File: config.mk
export PLATFORM = sky130hd
export DESIGN_NAME = pattern_shifter
export DESIGN_NICKNAME = d
export VERILOG_FILES = /design/src/rtl/pattern_pkg.sv /design/src/rtl/tick_gen.sv /design/src/rtl/pattern_shifter.sv
export SDC_FILE = /design/constraint.sdc
export NUM_CORES = 1
export LEC_CHECK = 0
export ABC_AREA = 1
export CORE_MARGIN = 5
export CORE_UTILIZATION = 40
export CTS_CLUSTER_DIAMETER = 200
export DETAILED_ROUTE_END_ITERATION = 7
export HOLD_SLACK_MARGIN = 0.12
export PLACE_DENSITY = 0.65
export RECOVER_POWER = 25
export REMOVE_ABC_BUFFERS = 1
export SETUP_SLACK_MARGIN = 0.2
export SLEW_MARGIN = 10
export SYNTH_ARGS = -nofsm -noshare
export SYNTH_HDL_FRONTEND = slang
export SYNTH_HIERARCHICAL = 1
export SYNTH_SLANG_ARGS = --single-unit
File: constraint.sdc
create_clock -name clk -period 5.8 [get_ports clk]
set_input_delay 1.16 -clock clk [delete_from_list [all_inputs] [get_ports clk]]
set_output_delay 1.16 -clock clk [all_outputs]
set_load 0.01 [all_outputs]
File: src/rtl/pattern_pkg.sv
// Shared mode encodings and helpers for the LED pattern shifter.
package pattern_pkg;

  localparam int unsigned MODE_W = 2;

  typedef logic [MODE_W-1:0] mode_t;

  localparam mode_t MODE_RING    = 2'd0;
  localparam mode_t MODE_BOUNCE  = 2'd1;
  localparam mode_t MODE_JOHNSON = 2'd2;
  localparam mode_t MODE_BAR     = 2'd3;

  // Bounce travel direction.
  typedef enum logic {
    DIR_UP   = 1'b0,
    DIR_DOWN = 1'b1
  } dir_e;

  // LSB of the start pattern for a mode; every other bit of a start pattern is zero.
  function automatic logic start_lsb(input mode_t m);
    return (m == MODE_RING) || (m == MODE_BOUNCE);
  endfunction

endpackage

File: src/rtl/tick_gen.sv
// Step prescaler: one tick every prescale+1 enabled cycles.
module tick_gen #(
  parameter int unsigned PW = 16
) (
  input  logic          clk,
  input  logic          reset,
  input  logic          en,
  input  logic          clear,
  input  logic [PW-1:0] prescale,
  output logic          tick_c
);

  logic [PW-1:0] pre_cnt;

  // Tick once the count reaches the (possibly lowered) prescale value.
  always_comb begin
    tick_c = en && !clear && (pre_cnt >= prescale);
  end

  // Prescale counter: cleared on restart, frozen while disabled.
  always_ff @(posedge clk or negedge reset) begin
    if (!reset) begin
      pre_cnt <= '0;
    end else if (clear) begin
      pre_cnt <= '0;
    end else if (en) begin
      pre_cnt <= tick_c ? '0 : pre_cnt + PW'(1);
    end
  end

endmodule

File: src/rtl/pattern_shifter.sv
// Parametrised LED pattern generator: ring, bounce, Johnson and bar modes.
module pattern_shifter
  import pattern_pkg::*;
#(
  parameter  int unsigned WIDTH = 8,
  parameter  int unsigned PW    = 16,
  localparam int unsigned POS_W = $clog2(2 * WIDTH)
) (
  input  logic             clk,
  input  logic             reset,
  input  logic             en,
  input  mode_t            mode,
  input  logic             dir_in,
  input  logic [PW-1:0]    prescale,
  output logic [WIDTH-1:0] pattern,
  output logic [POS_W-1:0] pos,
  output logic             step,
  output logic             wrap
);

  localparam logic [POS_W-1:0] POS_MSB      = POS_W'(WIDTH - 1);
  localparam logic [POS_W-1:0] POS_BAR_END  = POS_W'(WIDTH);
  localparam logic [POS_W-1:0] POS_JOHN_END = POS_W'(2 * WIDTH - 1);

  mode_t            mode_q;
  dir_e             dir_q;
  dir_e             dir_n;
  logic             restart_c;
  logic             tick_c;
  logic [WIDTH-1:0] pattern_n;
  logic [POS_W-1:0] pos_n;
  logic             wrap_n;

  // A mode change seen on the input forces a restart on the next edge.
  always_comb begin
    restart_c = (mode != mode_q);
  end

  tick_gen #(
    .PW (PW)
  ) u_tick_gen (
    .clk      (clk),
    .reset    (reset),
    .en       (en),
    .clear    (restart_c),
    .prescale (prescale),
    .tick_c   (tick_c)
  );

  // Mode register samples the input every cycle, independent of en.
  always_ff @(posedge clk or negedge reset) begin
    if (!reset) begin
      mode_q <= MODE_RING;
    end else begin
      mode_q <= mode;
    end
  end

  // Per-mode next state, applied only on a tick.
  always_comb begin
    pattern_n = pattern;
    pos_n     = pos;
    dir_n     = dir_q;
    wrap_n    = 1'b0;
    unique case (mode_q)
      MODE_RING: begin
        if (dir_in) begin
          pos_n = (pos == '0) ? POS_MSB : pos - POS_W'(1);
        end else begin
          pos_n = (pos == POS_MSB) ? '0 : pos + POS_W'(1);
        end
        pattern_n = WIDTH'(1) << pos_n;
      end
      MODE_BOUNCE: begin
        // Reverse at either end so each end bit is shown exactly once per pass.
        if (dir_q == DIR_UP) begin
          if (pos == POS_MSB) begin
            pos_n = pos - POS_W'(1);
            dir_n = DIR_DOWN;
          end else begin
            pos_n = pos + POS_W'(1);
          end
        end else begin
          if (pos == '0) begin
            pos_n = pos + POS_W'(1);
            dir_n = DIR_UP;
          end else begin
            pos_n = pos - POS_W'(1);
          end
        end
        pattern_n = WIDTH'(1) << pos_n;
      end
      MODE_JOHNSON: begin
        pos_n     = (pos == POS_JOHN_END) ? '0 : pos + POS_W'(1);
        pattern_n = {pattern[WIDTH-2:0], ~pattern[WIDTH-1]};
      end
      MODE_BAR: begin
        pos_n     = (pos == POS_BAR_END) ? '0 : pos + POS_W'(1);
        pattern_n = (pos_n == '0) ? '0 : {pattern[WIDTH-2:0], 1'b1};
      end
    endcase
    // Position 0 is the start state in every mode; bounce only reaches it moving down.
    wrap_n = (pos_n == '0);
  end

  // Output and sequence state registers; restart wins over a coincident tick.
  always_ff @(posedge clk or negedge reset) begin
    if (!reset) begin
      pattern <= WIDTH'(1);
      pos     <= '0;
      dir_q   <= DIR_UP;
      step    <= 1'b0;
      wrap    <= 1'b0;
    end else if (restart_c) begin
      pattern <= WIDTH'(start_lsb(mode));
      pos     <= '0;
      dir_q   <= DIR_UP;
      step    <= 1'b0;
      wrap    <= 1'b0;
    end else if (tick_c) begin
      pattern <= pattern_n;
      pos     <= pos_n;
      dir_q   <= dir_n;
      step    <= 1'b1;
      wrap    <= wrap_n;
    end else begin
      step    <= 1'b0;
      wrap    <= 1'b0;
    end
  end

endmodule

Yosys cells after proc, flatten, opt, wreduce, memory -nomap -nowiden:

Index checks and enable logic that the tools add are counted.

* $lt $le $gt $ge: 1
* shift operators: 2
* bitwise operators: 1
* muxes and demuxes: 30
* equality and inequality tests: 8
* reductions and logical operators: 13
* $add $sub $neg: 3

Operators by type and width (count)
* 16-bit two-way mux: 3
* 4-bit two-way mux: 12
* 8-bit case mux with 4 select lines: 1
* 8-bit two-way mux: 3
* 16-bit by 1-bit adder with 16-bit output (second input constant): 1
* 16-bit >= comparator: 1
* 4-bit case mux with 4 select lines: 1
* 1-bit by 4-bit << shifter with 8-bit output (first input constant): 2
* 4-bit logical NOT: 3
* 1-bit two-way mux: 10
* 4-bit equality test (second input constant): 2
* 2-bit nonzero test: 3
* 4-bit by 1-bit adder with 4-bit output (second input constant): 1
* 2-bit by 1-bit equality test with 1-bit output (second input constant): 2
* 2-bit equality test (second input constant): 2
* 4-bit by 3-bit equality test with 1-bit output (second input constant): 1
* 2-bit logical NOT: 2
* 4-bit by 1-bit subtractor with 4-bit output (second input constant): 1
* 1-bit logical AND: 2
* 2-bit != test: 1
* 2-bit AND reduction: 1
* 1-bit logical NOT: 1
* 1-bit logical OR: 1
* 1-bit NOT: 1

* register bits after elaboration: 33
* input bits: 22
* logic and storage cells: 65
* output and inout bits: 14

Logic depth before layout (Yosys ltp):

* depth in word-level cells: 8
* gate-level depth with buffers: 18
* depth with buffers taken out: 17

By module:

Netlist, hierarchy kept.

By module, submodules not included
* tick_gen: cells each 238, sequential area each 400.4 µm², instances 1, area each 1531.5 µm²
* pattern_shifter: cells each 188, sequential area each 426.7 µm², instances 1, area each 1266.2 µm²

Least setup slack after synthesis:

OpenSTA, ideal clock, no wires.

* path kind: input to register
* start: in prescale[11]
* end: reg pattern[1]
* setup time: 0.065 ns
* stages on the path: 14
* setup slack: 2.749 ns
* data required time: 5.735 ns
* buffers on the path: 1
* arrival time: 2.986 ns
* cells stage by stage: inv_1 -> ha_1 -> nand2_1 -> o21bai_1 -> a21oi_2 -> nor2_4 -> buf_4 -> a21oi_1 -> inv_1 -> nor2_4 -> nand3_1 -> nor2_1 -> nand2_1 -> nand2_1

* word-level cells in the longest chain between the ends: 3

RTL lines
* start: declaration: RTL line pattern_shifter.sv:14 `input logic [PW-1:0] prescale,`
* 16-bit >= comparator: RTL line tick_gen.sv:17 `tick_c = en && !clear && (pre_cnt >= prescale);`
* 1-bit logical AND: RTL line tick_gen.sv:17
* via tick_c: RTL line pattern_shifter.sv:29 `logic tick_c;`
* 2-bit nonzero test (no source line)
* end signal: assignment: RTL line pattern_shifter.sv:115 `pattern <= WIDTH'(start_lsb(mode));`
* end signal: assignment: RTL line pattern_shifter.sv:121 `pattern <= pattern_n;`
* end: declaration: RTL line pattern_shifter.sv:15 `output logic [WIDTH-1:0] pattern,`

The timed path passes the listed nets, and every way through them passes these cells.
A chain may end at the register's enable or synchronous reset.

Worst setup path after layout:

* start: in prescale[15]
* end: reg pattern[1]

The elaborated chain is that of the path after synthesis.

==> key figures <==
STA
  • Slew Viols, Final: 34
  • Final setup fails: 0
  • Setup TNS: 0 ns
  • Slew margin rel.: -0.202
  • Hold Slack: just over 0.5 ns
  • Final period util: 0.613
  • Worst-Margin Slew: 1.80 ns
  • Highest Clock Rate: 0.281 GHz
  • Min Tclk post-route: 3.55 ns
  • RSZ-0062 raised after global routing: no
  • Worst clock skew: approximately 0.0064 ns
  • Final Hold Fails: 0
  • Post-route setup slack: 2.25 ns

Critical path
  • Worst r2r path cells: 11
  • Critical Path Fanout Max: 17
  • Largest stage delay, worst path: 0.45 ns
  • Critical R2R Launch: u_tick_gen/pre_cnt[13]
  • R2R Path End: pattern[1]
  • Reg2Reg Setup Slack: 3.11 ns
  • CP Data Required Time: 6.03 ns
  • Slowest CP cell: clkdlybuf4s50_1
  • Crit-path cells: clkdlybuf4s50_1 -> inv_1 -> ha_1 -> nand4_1 -> nor3_1 -> nand2_2 -> a21oi_1 -> inv_1 -> nor2_4 -> nand3_1 -> nor2_1 -> nand2_1 -> nand2_1
  • Setup crit start: prescale[15]
  • Crit path to: pattern[1]
  • Critical Path End Type: flop
  • Critical Path Source Type: input port
  • CP arrival: 3.79 ns
  • Kind of critical path: in -> reg

Global route
  • Pin count of the biggest net entering global routing: 34
  • Total GRT Usage: 0.166
  • Number of antenna violations at the first check in global routing: 0
  • First-pass GRT wire length: 11,700 um
  • Grt total ovfl: 0
  • Number of global-route vias before repair: approximately 2,500

Layout
  • Filler Cell Count: 664
  • Final Cell Area: 0.00331 mm2
  • Register area: 827 um2
  • Area of the multi-input gates: 0.00172 mm2
  • Syn-to-layout area delta: 18.2%
  • Final nets: 503
  • ANT cells: 0
  • Non-Filler Instances: 559
  • Share of cells above drive strength 1: 0.0972

Placement
  • Post-Place Cells: 551
  • Post-Place Worst Slack: 1.99 ns
  • Area after DPL: 0.00322 mm2
  • Routability Congestion: 0.864
  • Dpl hpwl: 5210 um
  • PortBufs: 35

Synth
  • Count leader, synth: nand2_1
  • EDFF count, synth: 0
  • Syn Inst Count: ~430
  • Post-synthesis instance area: 0.00280 mm2
  • Post-Synth XOR/XNOR Area: 0.0206
  • Yosys top cell area share: 0.286
  • Post-synthesis mux area share: 0
  • Sequential cell area fraction in the yosys report: 0.296
  • Post-synthesis simple-gate area fraction: 0.414
  • Top FF cell, synth: dfrtp_1
  • Post-synth top area cell: dfrtp_1
  • Adder-cell share of the synthesized area: 0.0850
  • Synth Register Bits: 33
  • Mean Syn Cell Area: about 6.6 um2
  • Yosys cell types: 31
  • YS warnings: 6
  • Main combinational cell family by area after synthesis: simple AND/OR/NAND/NOR gates
  • Top cells by count, synth: 140 x nand2_1, 45 x inv_1, 44 x nand3_1, 42 x nor2_1, 32 x dfrtp_1
  • Compound-Gate Fraction of Synth Area: 0.0939
  • Synth top area cells: dfrtp_1 29%, nand2_1 19%, ha_1 8.5%
  • Async SR Flop Fraction: 1.00

Clocking
  • Worst skew pair latency: around 0.29 ns
  • H-tree Lvls: 2
  • Clock sink total: 33
  • Postcts setup bufs: 0
  • CTS tree: yes
  • # hold bufs at CTS: 0
  • Post_cts resized: 0
  • Root buf cell: clkbuf_8
  • CTS max path bufs: 2
  • Num CTS Buffers: 5
  • Clock-pin slew on the worst setup and hold paths: 0.08 ns

Floorplan
  • Die area: 0.00877 mm2
  • Placement Rows: 30
  • Core area: 0.00679 mm2
  • Die W: approximately 94 um
  • Initial Utilization: 0.412
  • Die Span Y: 93.6 um
  • Top Ports: 36

Route
  • Starting DRT DRC Count: 197
  • Via Count: 2,747
  • Routed Antenna Nets: 0
  • Total Wirelength: 6770 um
  • Drt drc: 0
  • Via density: 4.91
  • DR WL/cell: between 10 and 15 um
  • TritonRoute pass-1 iters: 4

Pwr
  • Power per cell area: 145 mW/mm2
  • Worst IR drop on VDD: approximately 95 uV
  • Pleak: 1.59 nW

Status
  • Failing checks: max-capacitance violations, max-slew violations
  • Status: complete, but fails checks

Hold path
  • Worst Hold Class: reg -> reg

Job
  • Max-Cap Viols: 1
## how the worst min path moves through the flow
stage,cells after the start,from,to
global placement,2,pattern[5],pattern[5]
finish,2,pattern[2],pattern[2]
CTS,2,pattern[5],pattern[5]
floorplan,2,u_tick_gen/pre_cnt[15],u_tick_gen/pre_cnt[15]
global route,2,pattern[2],pattern[2]
detailed placement,2,pattern[5],pattern[5]
## report_power, final
part | switching [mW] | leakage (nW) | total [mW] | internal, mW
clock | 0.0917 | 0.0439 | 0.175 | 0.0828
sequential | 0.00364 | 0.453 | 0.236 | 0.233
combinational | 0.0410 | 1.10 | 0.0696 | 0.0287
total | 0.136 | 1.59 | 0.481 | 0.344
## stage by stage
| step | util | total power [mW] |
|---|---|---|
| after CTS | 0.487 | 0.489 |
| after global routing | 0.487 | 0.509 |
| after detailed placement | 0.475 | 0.312 |
| final | 0.487 | 0.481 |
| after floorplan | - | 0.279 |
| after global placement | 0.475 | 0.311 |
## worst max-delay path, delay by kind of cell
kind	cells	cell delay, ns
adder cells (fa/ha/maj)	1	0.31
AND/OR/NAND/NOR	8	1.26
buffers and inverters	3	0.64
AO/OA/AOI/OAI	1	0.40
## layout by cell type, fill, tap and decap left out, types with 3 or more instances in the layout
master           instances
ha_1                    19
dlygate4sd3_1            3
nor2_2                   6
a21oi_1                 21
nand2_1                140
o22ai_1                  4
clkbuf_8                 5
dfrtp_1                 32
xnor2_2                  3
nor2_1                  42
nand2_2                 12
inv_1                   45
o21ai_1                 11
o21bai_1                 3
nor3_1                   3
nand4_1                  7
nor2_4                   5
inv_2                    7
nand3_1                 44
clkdlybuf4s50_1         32
o21ai_0                  3
## flip-flops by register name, indices dropped and copies added, names as in the netlist
| name | flops |
|---|---|
| u_tick_gen/pre_cnt | 16 |
| pattern | 8 |
| pos | 4 |
| mode_q | 2 |
| dir_q | 1 |
| step | 1 |
| wrap | 1 |
## layout make-up
class / instances / area share
sequential: 33 / 0.250
clock inverter: 3 / 0.00530
timing repair buffer: 36 / 0.107
tap: 96 / 0.0363
inverter: 54 / 0.0613
clock buffer: 5 / 0.0208
multi-input combinational: 332 / 0.519
## cells by family after synthesis
kind of cell             count (synthesis)
AND/OR/NAND/NOR                        262
adder cells (fa/ha/maj)                 19
XOR/XNOR                                 4
flip-flops                              33
buffers and inverters                   61
AO/OA/AOI/OAI                           47
## layer usage
metal,up-vias,global-route usage,share of wire
met5,-,0,0
met4,0,0.0421,0.0068
met3,4,0.0257,0.041
met1,1242,0.248,0.51
li1,1444,-,-
met2,57,0.248,0.44
Note: power is estimated with default switching activity, not from simulation.
